[config.mk]
export PLATFORM = sky130hd
export DESIGN_NAME = tl_d_burst_arbiter
export DESIGN_NICKNAME = d
export VERILOG_FILES = /design/src/rtl/tl_d_burst_arbiter_pkg.sv /design/src/rtl/tl_rr_pick.sv /design/src/rtl/tl_d_burst_arbiter.sv
export SDC_FILE = /design/constraint.sdc
export NUM_CORES = 1
export LEC_CHECK = 0
export ABC_AREA = 1
export CORE_AREA = 2 2 140 142
export CTS_BUF_LIST = sky130_fd_sc_hd__clkbuf_2
export CTS_CLUSTER_SIZE = 40
export DETAILED_ROUTE_END_ITERATION = 8
export DIE_AREA = 0 0 142 144
export PLACE_DENSITY = 0.6
export REMOVE_ABC_BUFFERS = 1
export SKIP_LAST_GASP = 1
export SLEW_MARGIN = 20
export SYNTH_ARGS = -nofsm -noshare
export SYNTH_HDL_FRONTEND = slang
export SYNTH_SLANG_ARGS = --single-unit
[constraint.sdc]
create_clock -name clk_i -period 5.45 [get_ports clk_i]
set_clock_uncertainty 0.1 [all_clocks]
set_input_delay 0.545 -clock clk_i [delete_from_list [all_inputs] [get_ports clk_i]]
set_output_delay 0.545 -clock clk_i [all_outputs]
set_load 0.01 [all_outputs]
[src/rtl/tl_d_burst_arbiter_pkg.sv]
// Shared TileLink D-channel helpers and the arbiter's lock state type.
// Beat counting lives here so every TL block derives burst length the same way.
package tl_d_burst_arbiter_pkg;

    typedef enum logic [2:0] {
        D_ACCESS_ACK      = 3'd0,
        D_ACCESS_ACK_DATA = 3'd1,
        D_HINT_ACK        = 3'd2,
        D_GRANT           = 3'd4,
        D_GRANT_DATA      = 3'd5,
        D_RELEASE_ACK     = 3'd6
    } tl_d_op_e;

    typedef enum logic {
        ARB_OPEN   = 1'b0,
        ARB_LOCKED = 1'b1
    } arb_state_e;

    function automatic logic tl_d_has_data(input logic [2:0] opcode);
        return (opcode == D_ACCESS_ACK_DATA) || (opcode == D_GRANT_DATA);
    endfunction

    // Beats in a message: data messages wider than one bus word span several beats.
    function automatic int unsigned tl_beats(input logic [2:0] opcode,
                                             input int unsigned size,
                                             input int unsigned data_width);
        int unsigned off_w;
        off_w = 0;
        for (int unsigned w = 8; w < data_width; w = w * 2) begin
            off_w = off_w + 1;
        end
        if (tl_d_has_data(opcode) && (size > off_w)) begin
            return 32'd1 << (size - off_w);
        end
        return 32'd1;
    endfunction

endpackage

[src/rtl/tl_rr_pick.sv]
// Combinational round-robin picker: first set request at or after ptr, wrapping.
module tl_rr_pick #(
    parameter  int unsigned NumReq = 3,
    localparam int unsigned IdxW   = $clog2(NumReq)
) (
    input  logic [NumReq-1:0] req,
    input  logic [IdxW-1:0]   ptr,
    output logic [NumReq-1:0] gnt,
    output logic [IdxW-1:0]   idx,
    output logic              any
);

    always_comb begin
        logic [IdxW-1:0] j;
        j   = '0;
        gnt = '0;
        idx = '0;
        any = 1'b0;
        for (int unsigned k = 0; k < NumReq; k++) begin
            j = IdxW'((32'(ptr) + k) % NumReq);
            if (!any && req[j]) begin
                any    = 1'b1;
                gnt[j] = 1'b1;
                idx    = j;
            end
        end
    end

endmodule

[src/rtl/tl_d_burst_arbiter.sv]
// Burst-aware round-robin arbiter merging several TileLink D sources onto one channel.
// state      | meaning
// ARB_OPEN   | arbitrating per message; grant follows tl_rr_pick
// ARB_LOCKED | mid-burst; selection pinned to sel_q until the last beat
module tl_d_burst_arbiter
    import tl_d_burst_arbiter_pkg::*;
#(
    parameter  int unsigned NumReq       = 3,
    parameter  int unsigned DataWidth    = 64,
    parameter  int unsigned MaxSize      = 6,
    parameter  int unsigned PayloadWidth = 80,
    localparam int unsigned SizeW        = $clog2(MaxSize + 1),
    localparam int unsigned IdxW         = $clog2(NumReq)
) (
    input  logic                           clk_i,
    input  logic                           rst_i,
    input  logic [NumReq-1:0]              req_valid_i,
    output logic [NumReq-1:0]              req_ready_o,
    input  logic [NumReq*3-1:0]            req_opcode_i,
    input  logic [NumReq*SizeW-1:0]        req_size_i,
    input  logic [NumReq*PayloadWidth-1:0] req_payload_i,
    output logic                           out_valid_o,
    input  logic                           out_ready_i,
    output logic [2:0]                     out_opcode_o,
    output logic [SizeW-1:0]               out_size_o,
    output logic [PayloadWidth-1:0]        out_payload_o,
    output logic [IdxW-1:0]                out_idx_o,
    output logic                           out_first_o,
    output logic                           out_last_o
);

    localparam int unsigned OffW  = $clog2(DataWidth / 8);
    localparam int unsigned BeatW = (MaxSize > OffW + 1) ? (MaxSize - OffW) : 1;

    arb_state_e         locked_q, locked_d;
    logic [NumReq-1:0]  sel_q, sel_d;
    logic [BeatW-1:0]   beat_q, beat_d;
    logic [IdxW-1:0]    ptr_q, ptr_d;

    logic [NumReq-1:0]  gnt;
    logic [IdxW-1:0]    gnt_idx;
    logic               gnt_any;
    logic [NumReq-1:0]  sel;
    logic [IdxW-1:0]    sel_idx;
    int unsigned        beats;

    tl_rr_pick #(
        .NumReq (NumReq)
    ) u_pick (
        .req (req_valid_i),
        .ptr (ptr_q),
        .gnt (gnt),
        .idx (gnt_idx),
        .any (gnt_any)
    );

    always_comb begin
        sel           = (locked_q == ARB_LOCKED) ? sel_q : gnt;
        sel_idx       = gnt_idx;
        out_opcode_o  = '0;
        out_size_o    = '0;
        out_payload_o = '0;
        for (int unsigned i = 0; i < NumReq; i++) begin
            if (sel[i]) begin
                sel_idx       = IdxW'(i);
                out_opcode_o  = req_opcode_i[3*i +: 3];
                out_size_o    = req_size_i[SizeW*i +: SizeW];
                out_payload_o = req_payload_i[PayloadWidth*i +: PayloadWidth];
            end
        end
        // A locked source that drops valid stalls the channel rather than yielding it.
        out_valid_o = (locked_q == ARB_LOCKED) ? |(req_valid_i & sel_q) : gnt_any;
        req_ready_o = sel & {NumReq{out_ready_i}};
        out_idx_o   = sel_idx;
        beats       = tl_beats(out_opcode_o, 32'(out_size_o), DataWidth);
        out_first_o = (beat_q == '0);
        out_last_o  = (32'(beat_q) == (beats - 32'd1));
    end

    always_comb begin
        locked_d = locked_q;
        sel_d    = sel_q;
        beat_d   = beat_q;
        ptr_d    = ptr_q;
        if (out_valid_o && out_ready_i) begin
            if (out_last_o) begin
                locked_d = ARB_OPEN;
                beat_d   = '0;
                ptr_d    = (sel_idx == IdxW'(NumReq - 1)) ? '0 : (sel_idx + 1'b1);
            end else begin
                locked_d = ARB_LOCKED;
                beat_d   = beat_q + 1'b1;
                sel_d    = sel;
            end
        end
    end

    always_ff @(posedge clk_i) begin
        if (rst_i) begin
            locked_q <= ARB_OPEN;
            sel_q    <= '0;
            beat_q   <= '0;
            ptr_q    <= '0;
        end else begin
            locked_q <= locked_d;
            sel_q    <= sel_d;
            beat_q   <= beat_d;
            ptr_q    <= ptr_d;
        end
    end

endmodule

Word level (Yosys, flattened, before mapping)
Cells that the tools add are included.

Bits in registers: 9. Logic and storage cells: 85.

Add/sub/neg operators: 6. Divide/modulo/power cells: 3. Magnitude comparators: 7. Equality and inequality tests: 4. Shift-type cells: 1. Muxes and demuxes: 41. Bitwise logic cells: 5. Reductions and logical operators: 14.

Operators with widths (count): $mux W80 (3); $mod A32 B2 Y32 const B (2); $mux W32 (2); $mux W3 (11); $eq A3 B32 Y1 (1); $mod A2 B2 Y32 const B (1); $shl A1 B32 Y32 const A (1); $sub A32 B1 Y32 const B (1); $mux W2 (7); $mux W1 (12); $lt A2 B3 Y1 const B (3); $logic_and A1 B1 Y1 (7); $and A3 B3 Y3 (2); $bmux W1 S2 (3); $demux W1 S2 (3); $ge A2 B1 Y1 const B (3); $or A3 B3 Y3 (2); $reduce_and A2 Y1 (2); $sub A3 B2 Y4 const B (1); $add A2 B1 Y3 const B (1); $add A2 B2 Y3 const B (1); $add A3 B1 Y3 const B (1); $eq A3 B1 Y1 const B (1); $eq A3 B3 Y1 const B (1); other kinds (8) (9).

Depth between registers and ports, before layout
Word-level depth: 23. Depth in mapped cells: 36.

Hierarchy
From an unflattened synthesis, not the netlist that was laid out.

Cell total of the unflattened synthesis: 556. Area total of the unflattened synthesis: 2842.7 um2.

By module, submodules not included: tl_d_burst_arbiter (times used 1, cells an instance 495, area an instance 2522.4 um2, sequential area each 180.2 um2); tl_rr_pick (times used 1, cells an instance 61, area an instance 320.3 um2, sequential area each 0.0 um2).

Least setup slack after synthesis
No wires, ideal clock.

Kind: reg2out. From: reg ptr_q[0]. To: out out_last_o. Data arrival time: 3.553 ns. Path slack: 1.252 ns. Cell stages (with the launch flop): 29. Path through: dfxtp_1 inv_1 ha_1 inv_2 nand2_1 nand3_1 nand2_2 nor2_4 and2_4 nand2_2 nand2_2 nand2_2 buf_6 or2_1 nand2_2 inv_1 ha_1 inv_1 nand3_2 nand2_2 nand2_2 ha_1 xor2_1 nand2_1 a21oi_1 nand2_1 inv_1 nand3_2 inv_1.

RTL lines: start: declaration (line tl_d_burst_arbiter.sv:38) `logic [IdxW-1:0] ptr_q, ptr_d;`; start signal: assignment (line tl_d_burst_arbiter.sv:108) `ptr_q <= ptr_d;`; $add A2 B1 Y3 or $mod A2 B2 Y32 (tied branches) (line tl_rr_pick.sv:20) `j = IdxW'((32'(ptr) + k) % NumReq);`; $mod A32 B2 Y32, or another cell as far along (line tl_rr_pick.sv:20); $lt A2 B3 Y1 (implied by the code), or another cell as far along (line tl_rr_pick.sv:23) `gnt[j] = 1'b1;`; $logic_and A1 B1 Y1 (implied by the code), or another cell as far along (line tl_rr_pick.sv:23); $mux W1 (implied by the code), or another cell as far along (line tl_rr_pick.sv:23); $demux W1 S2, or another cell as far along; $or A3 B3 Y3 (no source line) or $mux W1 (tied branches); $mux W3 or $logic_not A1 Y1 (tied branches) (line tl_rr_pick.sv:21) `if (!any && req[j]) begin`; [5 not listed]; $mux W3 (*) (line tl_d_burst_arbiter.sv:64) `if (sel[i]) begin`; via out_size_o[1] (line tl_d_burst_arbiter.sv:25) `output logic [SizeW-1:0] out_size_o,`; $sub A3 B2 Y4 or $gt A3 B2 Y1 (tied branches) (line tl_d_burst_arbiter_pkg.sv:33, tl_d_burst_arbiter_pkg.sv:32); $shl A1 B32 Y32 or $logic_and A1 B1 Y1 (tied branches) (line tl_d_burst_arbiter_pkg.sv:33, tl_d_burst_arbiter_pkg.sv:32); $mux W32 or $mux W1 (tied branches) (line tl_d_burst_arbiter_pkg.sv:32) `if (tl_d_has_data(opcode) && (size > off_w)) begin`; $mux W32 (*) (line tl_d_burst_arbiter_pkg.sv:35) `return 32'd1;`; $sub A32 B1 Y32 (*) (line tl_d_burst_arbiter.sv:77) `out_last_o = (32'(beat_q) == (beats - 32'd1));`; $eq A3 B32 Y1 (*) (line tl_d_burst_arbiter.sv:77); end: declaration (line tl_d_burst_arbiter.sv:29) `output logic out_last_o`.

The timed path passes the listed nets; every way through them passes the cells marked *. The select of a mux whose other input is x is not followed.

Worst setup path in the final report
From: in req_valid_i[2]. To: out out_last_o.

Longest elaborated chain between the ends: 20.

RTL lines: start: declaration (line tl_d_burst_arbiter.sv:17) `input logic [NumReq-1:0] req_valid_i,`; $bmux W1 S2 (line tl_rr_pick.sv:21); $mux W1 (implied by the code) (line tl_rr_pick.sv:21); $mux W1 (line tl_rr_pick.sv:21); $logic_not A1 Y1 (line tl_rr_pick.sv:21); $logic_and A1 B1 Y1 (line tl_rr_pick.sv:21); $mux W1 (line tl_rr_pick.sv:21); $logic_not A1 Y1 (line tl_rr_pick.sv:21); $logic_and A1 B1 Y1 (line tl_rr_pick.sv:21); $mux W3 (*) (line tl_rr_pick.sv:21); $mux W3 (*) (line tl_d_burst_arbiter.sv:58) `sel = (locked_q == ARB_LOCKED) ? sel_q : gnt;`; parallel branches: the longest is 7 deep, another holds $sub A3 B2 Y4; $mux W32 (*) (line tl_d_burst_arbiter_pkg.sv:35); $sub A32 B1 Y32 (*) (line tl_d_burst_arbiter.sv:77); $eq A3 B32 Y1 (*) (line tl_d_burst_arbiter.sv:77).

Mark *: on every way between the ends. The select of a mux whose other input is x is not followed.

==> impl_metrics.csv <==
group,metric,value,unit
power_and_ir_drop,intPower,2.56,mW
setup_path,critPathMaxStageDelay,0.52,ns
setup_path,cp_top_family,"simple AND/OR/NAND/NOR gates",
setup_path,required,4.81,ns
global_routing,gr-total-overflow,0,
clock_network,cts-root-buf,"clkbuf_2",
setup_path,cp_num_buf_inv,6,
sta,postLayoutSetupSlackWorst,0.316,ns
placed_design,gp_congestion,0.851,
sta,fmax,195,MHz
power_and_ir_drop,pwr-share-seq,0.018,
sta,min_period,5.13,ns
placed_design,portBuffers,357,
power_and_ir_drop,swShare,0.533,
clock_network,clk_pin_slew,0.09,ns
setup_path,path_class,"input pin to primary output",
synth,synthFlopType,"dfxtp_1",
synth,synth_edf_count,0,
synth,synth_top_area_share,0.178,
global_routing,antenna_found_initial,2,
power_and_ir_drop,pwr-share-comb,0.974,
synth,synth-async-reset-ratio,0,
setup_path,cp_slowest_cell,"clkdlybuf4s50_1",
placed_design,dp_slack,0.268,ns
power_and_ir_drop,powerDensity,795,nW/um^2
floorplanning,num_rows,51,
sta,worst_pin_slew,0.911,ns
setup_path,cp_max_fo,13,
route,drtIter0Drc,222,
floorplanning,pin_count,358,
route,post_drt_wl_per_cell,16.1,um
finish,area_growth,125,%
placed_design,dpl.hpwl,15400,um
global_routing,grt_pass1_wl,27700,um
sta,fin_setup_tns,0,ns
synth,yosys.area.top_type,"nand2_1",
global_routing,grt_pass1_vias,5116,
route,ant_nets,0,
synth,netlist_instances,605,
sta,setup_viol,0,
floorplanning,die_w,142,um
synth,yosys-top-cells-area,"nand2_1 (18%), nand3_1 (18%), a31oi_1 (17%)",
global_routing,grt_max_degree,95,
clock_network,cts_resized,0,
sta,rsz0062_at_grt,"false",
route,drt_wl_total,18800,um
power_and_ir_drop,ir_drop,0.408,mV
finish,fin_cells,1169,
synth,avgSynthCellArea,5.06,um^2
finish,nets,1202,
global_routing,track_usage,0.171,
clock_network,cts.sinks,9,
setup_path,worst_setup_path_start_kind,"input pin",
power_and_ir_drop,p_sw,2.92,mW
clock_network,htree_levels,1,
sta,slew_headroom,0.392,
synth,netlist_area,3060,um^2
finish,drive_gt1_frac,0.0657,
synth,yosysWarnings,0,
setup_path,cpMostUsedCell,"nand2_2",
floorplanning,die_area,20400,um^2
placed_design,dp_cells,1163,
finish,finalInstanceArea,6890,um^2
route,drc,0,
floorplanning,start_util,0.160,
clock_network,clock_latency,0.25,ns
sta,hold_viol_final,0,
synth,seq_area_frac_synth,0.0589,
clock_network,cts_buffers,3,
clock_network,cts_setup_buffers,0,
finish,fillers,2072,
sta,period_share,0.942,
sta,drv_slew,0,
placed_design,dpl-instance-area,6850,um^2
route,drt_pre_antenna_iters,5,
setup_path,cp.arrival,4.49,ns
floorplanning,coreArea,19100,um^2
power_and_ir_drop,clockPowerShare,0.008,
clock_network,cts_tree,"yes",
synth,ys_types,33,
floorplanning,die_y,144,um
min_path,holdCritPathClass,"flop to flop",
power_and_ir_drop,cellLeakagePower,2.78,nW
clock_network,ctsHoldBuffers,0,
route,vias,5270,
run_status,run_status,"finished, final reports clean",
route,vias_per_cell,4.51,
flow_run,cap_violations,0,
clock_network,clk_path_buf_depth,2,
synth,ys_ff_latch,9,
setup_path,cp-end-kind,"primary output",
-- cells in the mapped netlist, drive strengths merged, types with 2 or more instances --
cell	count
nand2	166
nand3	113
nor2	109
a31oi	82
inv	45
clkbuf	39
dfxtp	9
ha	8
a21oi	7
buf	7
or2	4
nand3b	2
nand4	2
o211ai	2
o21ai	2
xor2	2
-- metrics by stage --
step,hold slack [ns],utilization,power (mW)
floorplan,0.380,-,2.85
global placement,0.420,0.359,5.47
detailed placement,0.422,0.359,5.44
CTS,0.436,0.360,5.52
global route,0.478,0.361,5.96
finish,0.441,0.361,5.48
-- cell usage in the layout (no fill, tap or decap), drive strengths merged --
cell / synthesis / final
o22ai: 1 / 1
a21boi: 1 / 1
nor4: 1 / 1
nand3b: 2 / 2
xor2: 2 / 2
inv: 45 / 45
diode: 0 / 2
or2: 4 / 4
nor3: 1 / 1
and2: 1 / 1
dfxtp: 9 / 9
nand2: 166 / 166
clkinv: 1 / 1
ha: 8 / 8
buf: 7 / 9
o211ai: 2 / 2
o21ai: 2 / 2
a21oi: 7 / 7
a31oi: 82 / 82
clkdlybuf4s50: 0 / 357
nand3: 113 / 113
nor2: 109 / 109
clkbuf: 39 / 4
nand4: 2 / 2
-- kinds of logic (layout without fill, tap and decap cells) --
| group | Yosys count | after routing | share of synthesized area |
|---|---|---|---|
| AND/OR/NAND/NOR | 399 | 399 | 0.593 |
| AO/OA/AOI/OAI | 95 | 95 | 0.193 |
| buffers and inverters | 92 | 416 | 0.117 |
| flip-flops | 9 | 9 | 0.0589 |
| adder cells (fa/ha/maj) | 8 | 8 | 0.0327 |
| XOR/XNOR | 2 | 2 | 0.00573 |
| other | 0 | 2 | 0 |
-- final cells by class --
| type | instances | area [um^2] | area share |
|---|---|---|---|
| diodes | 2 | 5.00 | 0.000726 |
| clock buffers | 4 | 20.0 | 0.00290 |
| inverters | 46 | 175 | 0.0254 |
| multi-input cells | 504 | 2560 | 0.372 |
| flip-flops and latches | 9 | 180 | 0.0261 |
| well taps | 238 | 298 | 0.0432 |
| repair buffers | 366 | 3650 | 0.530 |
-- power by group through the flow --
stage | combinational, mW | sequential (mW) | clock (mW)
global placement | 5.37 | 0.101 | 0
detailed placement | 5.33 | 0.101 | 0
CTS | 5.37 | 0.0994 | 0.0457
floorplan | 2.76 | 0.0973 | 0
global route | 5.81 | 0.103 | 0.0485
finish | 5.33 | 0.100 | 0.0443
-- final timing paths --
| kind | start | to | slack (ns) | cells past startpoint |
|---|---|---|---|---|
| setup / recovery | req_valid_i[2] | out_last_o | 0.32 | 25 |
| hold / removal | beat_q[1] | beat_q[1] | 0.44 | 2 |
| setup reg to reg | ptr_q[0] | sel_q[2] | 1.39 | 32 |
| hold reg to reg | beat_q[1] | beat_q[1] | 0.44 | 2 |
-- layer usage --
| layer | track usage | wire, um |
|---|---|---|
| met4 | 0.0368 | 349 |
| met5 | 0 | 0 |
| met1 | 0.215 | 8120 |
| met2 | 0.293 | 8730 |
| met3 | 0.0460 | 1570 |
-- worst reg2reg max path: cells and delay by family (launching register included) --
| family | cells | cell delay, ns |
|---|---|---|
| adders and majority gates | 3 | 0.94 |
| and+or+nand+nor | 20 | 1.78 |
| xor gates and xnor gates | 1 | 0.18 |
| DFF | 1 | 0.37 |
| buffers and inverters | 7 | 0.50 |
| AOI/OAI and AO/OA | 1 | 0.11 |
-- sequential cells by signal, summed over array words and instances (netlist names) --
signal    flops
locked_q      1
beat_q        3
sel_q         3
ptr_q         2
Note: power is estimated with default switching activity, not from simulation.
